[src/rtl/multicycle_ctrl.sv]
// multicycle_ctrl: Moore-style sequencer for a multicycle MIPS datapath.
// It drives one shared memory, the ALU and the register file through
// fetch/decode/execute/memory/writeback. It stalls on mem_ready, latches the
// opcode in DECODE, flags unsupported opcodes and counts retired instructions.
module multicycle_ctrl #(
   parameter int CNT_W = 32,
   parameter int OP_W  = 6
) (
   input  logic             clk,
   input  logic             rst,
   input  logic [OP_W-1:0]  opcode,
   input  logic             mem_ready,
   output logic             pcWrite,
   output logic             pcWriteCond,
   output logic             pcWriteCondNe,
   output logic             iorD,
   output logic             memRead,
   output logic             memWrite,
   output logic             irWrite,
   output logic [1:0]       memToReg,
   output logic [1:0]       regDst,
   output logic             regWrite,
   output logic             aluSrcA,
   output logic [1:0]       aluSrcB,
   output logic [1:0]       aluOp,
   output logic [1:0]       pcSrc,
   output logic             instr_done,
   output logic             illegal_op,
   output logic [CNT_W-1:0] retired,
   output logic [3:0]       state
);

   localparam logic [3:0] S_FETCH     = 4'd0;
   localparam logic [3:0] S_DECODE    = 4'd1;
   localparam logic [3:0] S_MEM_ADDR  = 4'd2;
   localparam logic [3:0] S_MEM_READ  = 4'd3;
   localparam logic [3:0] S_MEM_WB    = 4'd4;
   localparam logic [3:0] S_MEM_WRITE = 4'd5;
   localparam logic [3:0] S_R_EXEC    = 4'd6;
   localparam logic [3:0] S_R_WB      = 4'd7;
   localparam logic [3:0] S_BRANCH    = 4'd8;
   localparam logic [3:0] S_JUMP      = 4'd9;
   localparam logic [3:0] S_I_EXEC    = 4'd10;
   localparam logic [3:0] S_I_WB      = 4'd11;
   localparam logic [3:0] S_JAL       = 4'd12;

   localparam logic [OP_W-1:0] OP_R    = 6'b000000;
   localparam logic [OP_W-1:0] OP_ADDI = 6'b001000;
   localparam logic [OP_W-1:0] OP_ANDI = 6'b001100;
   localparam logic [OP_W-1:0] OP_LW   = 6'b100011;
   localparam logic [OP_W-1:0] OP_SW   = 6'b101011;
   localparam logic [OP_W-1:0] OP_BEQ  = 6'b000100;
   localparam logic [OP_W-1:0] OP_BNE  = 6'b000101;
   localparam logic [OP_W-1:0] OP_J    = 6'b000010;
   localparam logic [OP_W-1:0] OP_JAL  = 6'b000011;

   logic [3:0]       state_q;
   logic [3:0]       next_st;
   logic [OP_W-1:0]  op_q;
   logic [CNT_W-1:0] retired_q;

   // Debug/count outputs read as zero while reset is held, like every other output.
   assign state   = rst ? 4'd0 : state_q;
   assign retired = rst ? '0 : retired_q;

   // State, latched opcode and retire counter; reset abandons any in-flight instruction.
   always_ff @(posedge clk) begin
      if (rst) begin
         state_q   <= S_FETCH;
         op_q      <= '0;
         retired_q <= '0;
      end else begin
         state_q <= next_st;
         if (state_q == S_DECODE)
            op_q <= opcode;
         if (instr_done)
            retired_q <= retired_q + {{(CNT_W-1){1'b0}}, 1'b1};
      end
   end

   // Next-state selection; memory states hold until mem_ready, unused codes recover to FETCH.
   always_comb begin
      next_st = S_FETCH;
      case (state_q)
         S_FETCH:     next_st = mem_ready ? S_DECODE : S_FETCH;
         S_DECODE: begin
            case (opcode)
               OP_R:            next_st = S_R_EXEC;
               OP_ADDI, OP_ANDI: next_st = S_I_EXEC;
               OP_LW, OP_SW:    next_st = S_MEM_ADDR;
               OP_BEQ, OP_BNE:  next_st = S_BRANCH;
               OP_J:            next_st = S_JUMP;
               OP_JAL:          next_st = S_JAL;
               default:         next_st = S_FETCH;
            endcase
         end
         S_MEM_ADDR:  next_st = (op_q == OP_LW) ? S_MEM_READ : S_MEM_WRITE;
         S_MEM_READ:  next_st = mem_ready ? S_MEM_WB : S_MEM_READ;
         S_MEM_WRITE: next_st = mem_ready ? S_FETCH : S_MEM_WRITE;
         S_R_EXEC:    next_st = S_R_WB;
         S_I_EXEC:    next_st = S_I_WB;
         default:     next_st = S_FETCH;
      endcase
   end

   // Moore output decode from state (plus op_q / mem_ready); all zero under reset.
   always_comb begin
      pcWrite       = 1'b0;
      pcWriteCond   = 1'b0;
      pcWriteCondNe = 1'b0;
      iorD          = 1'b0;
      memRead       = 1'b0;
      memWrite      = 1'b0;
      irWrite       = 1'b0;
      memToReg      = 2'b00;
      regDst        = 2'b00;
      regWrite      = 1'b0;
      aluSrcA       = 1'b0;
      aluSrcB       = 2'b00;
      aluOp         = 2'b00;
      pcSrc         = 2'b00;
      instr_done    = 1'b0;
      illegal_op    = 1'b0;
      if (!rst) begin
         case (state_q)
            S_FETCH: begin
               memRead = 1'b1;
               aluSrcB = 2'b01;
               irWrite = mem_ready;
               pcWrite = mem_ready;
            end
            S_DECODE: begin
               aluSrcB = 2'b11;
               case (opcode)
                  OP_R, OP_ADDI, OP_ANDI, OP_LW, OP_SW,
                  OP_BEQ, OP_BNE, OP_J, OP_JAL: illegal_op = 1'b0;
                  default:                      illegal_op = 1'b1;
               endcase
            end
            S_MEM_ADDR: begin
               aluSrcA = 1'b1;
               aluSrcB = 2'b10;
            end
            S_MEM_READ: begin
               memRead = 1'b1;
               iorD    = 1'b1;
            end
            S_MEM_WB: begin
               regWrite   = 1'b1;
               memToReg   = 2'b01;
               instr_done = 1'b1;
            end
            S_MEM_WRITE: begin
               memWrite   = 1'b1;
               iorD       = 1'b1;
               instr_done = mem_ready;
            end
            S_R_EXEC: begin
               aluSrcA = 1'b1;
               aluOp   = 2'b10;
            end
            S_R_WB: begin
               regWrite   = 1'b1;
               regDst     = 2'b01;
               instr_done = 1'b1;
            end
            S_BRANCH: begin
               aluSrcA       = 1'b1;
               aluOp         = 2'b01;
               pcSrc         = 2'b01;
               pcWriteCond   = (op_q == OP_BEQ);
               pcWriteCondNe = (op_q == OP_BNE);
               instr_done    = 1'b1;
            end
            S_JUMP: begin
               pcWrite    = 1'b1;
               pcSrc      = 2'b10;
               instr_done = 1'b1;
            end
            S_I_EXEC: begin
               aluSrcA = 1'b1;
               aluSrcB = 2'b10;
               aluOp   = (op_q == OP_ANDI) ? 2'b11 : 2'b00;
            end
            S_I_WB: begin
               regWrite   = 1'b1;
               instr_done = 1'b1;
            end
            S_JAL: begin
               pcWrite    = 1'b1;
               pcSrc      = 2'b10;
               regWrite   = 1'b1;
               regDst     = 2'b10;
               memToReg   = 2'b10;
               instr_done = 1'b1;
            end
            default: pcWrite = 1'b0;
         endcase
      end
   end

endmodule

[config.mk]
export PLATFORM = sky130hd
export DESIGN_NAME = multicycle_ctrl
export DESIGN_NICKNAME = d
export VERILOG_FILES = /design/src/rtl/multicycle_ctrl.sv
export SDC_FILE = /design/constraint.sdc
export NUM_CORES = 1
export LEC_CHECK = 0
export CAP_MARGIN = 20
export CORE_MARGIN = 3
export CORE_UTILIZATION = 54
export DETAILED_ROUTE_END_ITERATION = 8
export GPL_TIMING_DRIVEN = 0
export PLACE_DENSITY = 0.86
export REMOVE_ABC_BUFFERS = 1
export SETUP_SLACK_MARGIN = 0.1
export SYNTH_ARGS = -nofsm -noshare
export SYNTH_HDL_FRONTEND = slang
export SYNTH_SLANG_ARGS = --single-unit
export TNS_END_PERCENT = 5
[constraint.sdc]
create_clock -name clk -period 2.7 [get_ports clk]
set_input_delay 0.54 -clock clk [delete_from_list [all_inputs] [get_ports clk]]
set_output_delay 0.54 -clock clk [all_outputs]
set_load 0.02 [all_outputs]
==> results.toml <==
[outcome]
status = "complete, no violations"

[floorplan]
die_x_um = 77.7
start_util_pct = 57.3
core_sq_um = 4850
die-area_sq_um = 6040
fp.dieH_um = 77.7
io_pins = 66
rows = 25

[power_and_ir_drop]
p_int_mw = 0.856
power_density_nw_per_um2 = 323
power_switching_mw = 0.290
ir_worst_vdd_mv = 0.277
switching_share_pct = 25.3
total_leakage_power_nw = 1.36
seqPwrFrac_pct = 55.5
p_comb_share_pct = 10.9
power.share.clock_pct = 33.6

[detailed_routing]
num_vias = 2744
wire_per_inst_um = 14.4
drc = 0
dr.pass1.iters = 5
ant_nets = 0
wirelength_um = 6760
drt_iter0_drc = 134
viasPerCell = 5.85

[place]
portBuffers = 65
dp_hpwl_um = 4660
gp_congestion = 0.858
placed_area_sq_um = 3390

[timing]
finalHoldViolCount = 0
period_needed_ps = 2600
setup_viol = 0
fmax_mhz = 384
worstMarginPinSlew_ps = 852
min_period_over_period_pct = 96.4
slew_violations = 0
rsz0062_at_grt = "yes"
finClkSkew_ps = 4.54
maxSlewHeadroom_pct = 43.2

[setup_path]
crit_fanout = 19
critPathLaunchType = "register"
crit_type = "register to primary output"
cp-startpoint = "state_q[0]"
cp-end-kind = "primary output"
r2r-start = "state_q[0]"
required_ps = 2160
crit_arrival_ps = 2060

[grt]
grt_pass1_wl_um = 11500
grt_max_degree = 53
grt_pass1_vias = 2581
grt_overflow = 0
grt_use_total_pct = 22.6
antenna_found_initial = 0

[cts]
cts.sinks = 42
worstSkewPairLatency_ps = 290
cts_buffers = 5
cts.clk_slew.worst_paths_ps = 70
clockBufferDepth = 2
htreeDepth = 2
cts_tree = "built"
hold_buffers = 0
cts-root-buf = "clkbuf_8"

[logic_synthesis]
synth_area_leaders = "dfxtp_1, nor2b_1, nor2_1"
synthDistinctLibCells = 49
syn_area_per_cell_sq_um = 7.82
synthFlopType = "dfxtp_1"
synth_edf_count = 0
synth_warnings = 0
synthMostInstantiatedCell = "nor2_1"
synth_area_leader_cell = "dfxtp_1"
synth-async-reset-ratio_pct = 0
ys_seq_area_share_pct = 30.3
ys_ff_latch = 42
synthCells = 355
ys_top_cells_by_count = "nor2_1, dfxtp_1, nor2b_1"
syn-cell-area_sq_um = 2780
yosys.area.top_type_share_pct = 30.3

[final_layout]
design_area_sq_um = 3540
nets = 412
fill_cells = 377
utilization_pct = 73.1
n_antenna_cell = 0
multi_input_area_sq_um = 1810
seq_area_sq_um = 851
area_growth_syn_to_layout_pct = 27.6
drive_above_1_share_pct = 10.9

[hold_path]
hp-start = "op_q[4]"
hold_path.class = "register to register"

[job]
drv_cap = 0
-- what timing repair did --
action,4_1_cts,5_1_grt
resized for setup,24,16
pin swaps,0,1
cloned,0,0
endpoints found under the setup margin,22,16
setup buffers,0,1
-- final timing paths --
path | cells past startpoint | to | slack (ps)
worst min register to register | 2 | op_q[4] | 500
worst max-delay path | 4 | aluSrcB[1] | 100
worst max register to register | 4 | retired_q[31] | 380
worst min-delay path | 2 | op_q[4] | 500
-- final cells by class --
cell class / instances / area share [%]
flip-flops and latches: 42 / 24.0
multi-input cells: 278 / 51.1
well taps: 67 / 2.36
clock buffers: 7 / 2.15
repair buffers: 67 / 19.5
inverters: 8 / 0.847
-- power by group through the flow --
stage	sequential [mW]	clock [mW]	combinational, mW
after floorplan	0.648	0	0.0578
after global placement	0.651	0	0.117
after detailed placement	0.651	0	0.118
after CTS	0.636	0.391	0.120
after global routing	0.638	0.419	0.137
final	0.636	0.385	0.124
-- logic make-up after synthesis --
logic type,count (synthesis),synth area share (%)
simple gates,197,39.2
compound gates,48,11.4
flops,42,30.3
buf+inv,35,6.08
mux,28,11.4
xor+xnor,4,1.26
fa+ha+maj,1,0.450
-- stage by stage --
stage / power [mW] / setup WS [ps] / TNS, ps / instances / hold slack (ps)
2_1_floorplan: 0.706 / 374 / 0 / 328 / 451
3_5_place_dp: 0.769 / -298 / -851 / 461 / 481
6_report: 1.15 / 96.6 / 0 / 469 / 499
3_3_place_gp: 0.768 / -2210 / -131860 / 460 / 474
5_1_grt: 1.19 / -32.9 / -32.9 / 469 / 518
4_1_cts: 1.15 / -132 / -178 / 468 / 491
-- critical path, cell delays in order, from the launching register on --
cell and delay (ps):
dfxtp_2 530, nand2b_2 250, o21a_1 230, nor3_1 130, clkdlybuf4s50_1 630
-- flip-flops by register name (all words and copies together) (netlist names) --
register   flops
retired_q     32
op_q           6
state_q        4
-- layer usage --
| metal | vias to the layer above | global-route usage, % | part of all wire, % |
|---|---|---|---|
| met2 | 93 | 38.7 | 49 |
| met4 | 0 | 5.87 | 0.84 |
| met1 | 1291 | 29.0 | 44 |
| met5 | - | 0 | 0 |
| li1 | 1354 | - | - |
| met3 | 6 | 4.52 | 5.6 |
-- placed cells by master (no fill, tap or decap), types with 2 or more instances in the layout --
cell,Yosys,layout
xor2_1,2,2
and4_1,4,4
mux2_1,13,13
buf_2,6,2
nor4_1,17,16
nand3b_1,4,4
nand4_1,8,8
nor4_2,4,5
mux2_2,15,15
o21ai_0,13,13
dlygate4sd2_1,0,5
nor2_1,48,47
nand3_1,10,10
nor4b_1,2,2
dfxtp_2,0,2
and3_1,10,10
o21bai_1,2,2
a211oi_1,3,3
nand2_1,24,24
clkdlybuf4s50_1,0,50
nand2b_2,0,2
clkbuf_1,11,2
nand2b_1,9,6
a21oi_1,16,16
dfxtp_4,0,2
and3b_1,2,2
or3_1,3,3
nor2b_1,33,33
clkbuf_8,0,5
xnor2_1,2,2
inv_1,8,8
dlymetal6s2s_1,0,7
a31oi_1,2,2
dfxtp_1,42,38
nor3_1,12,12
No activity file was read; power rests on OpenSTA's default activity.
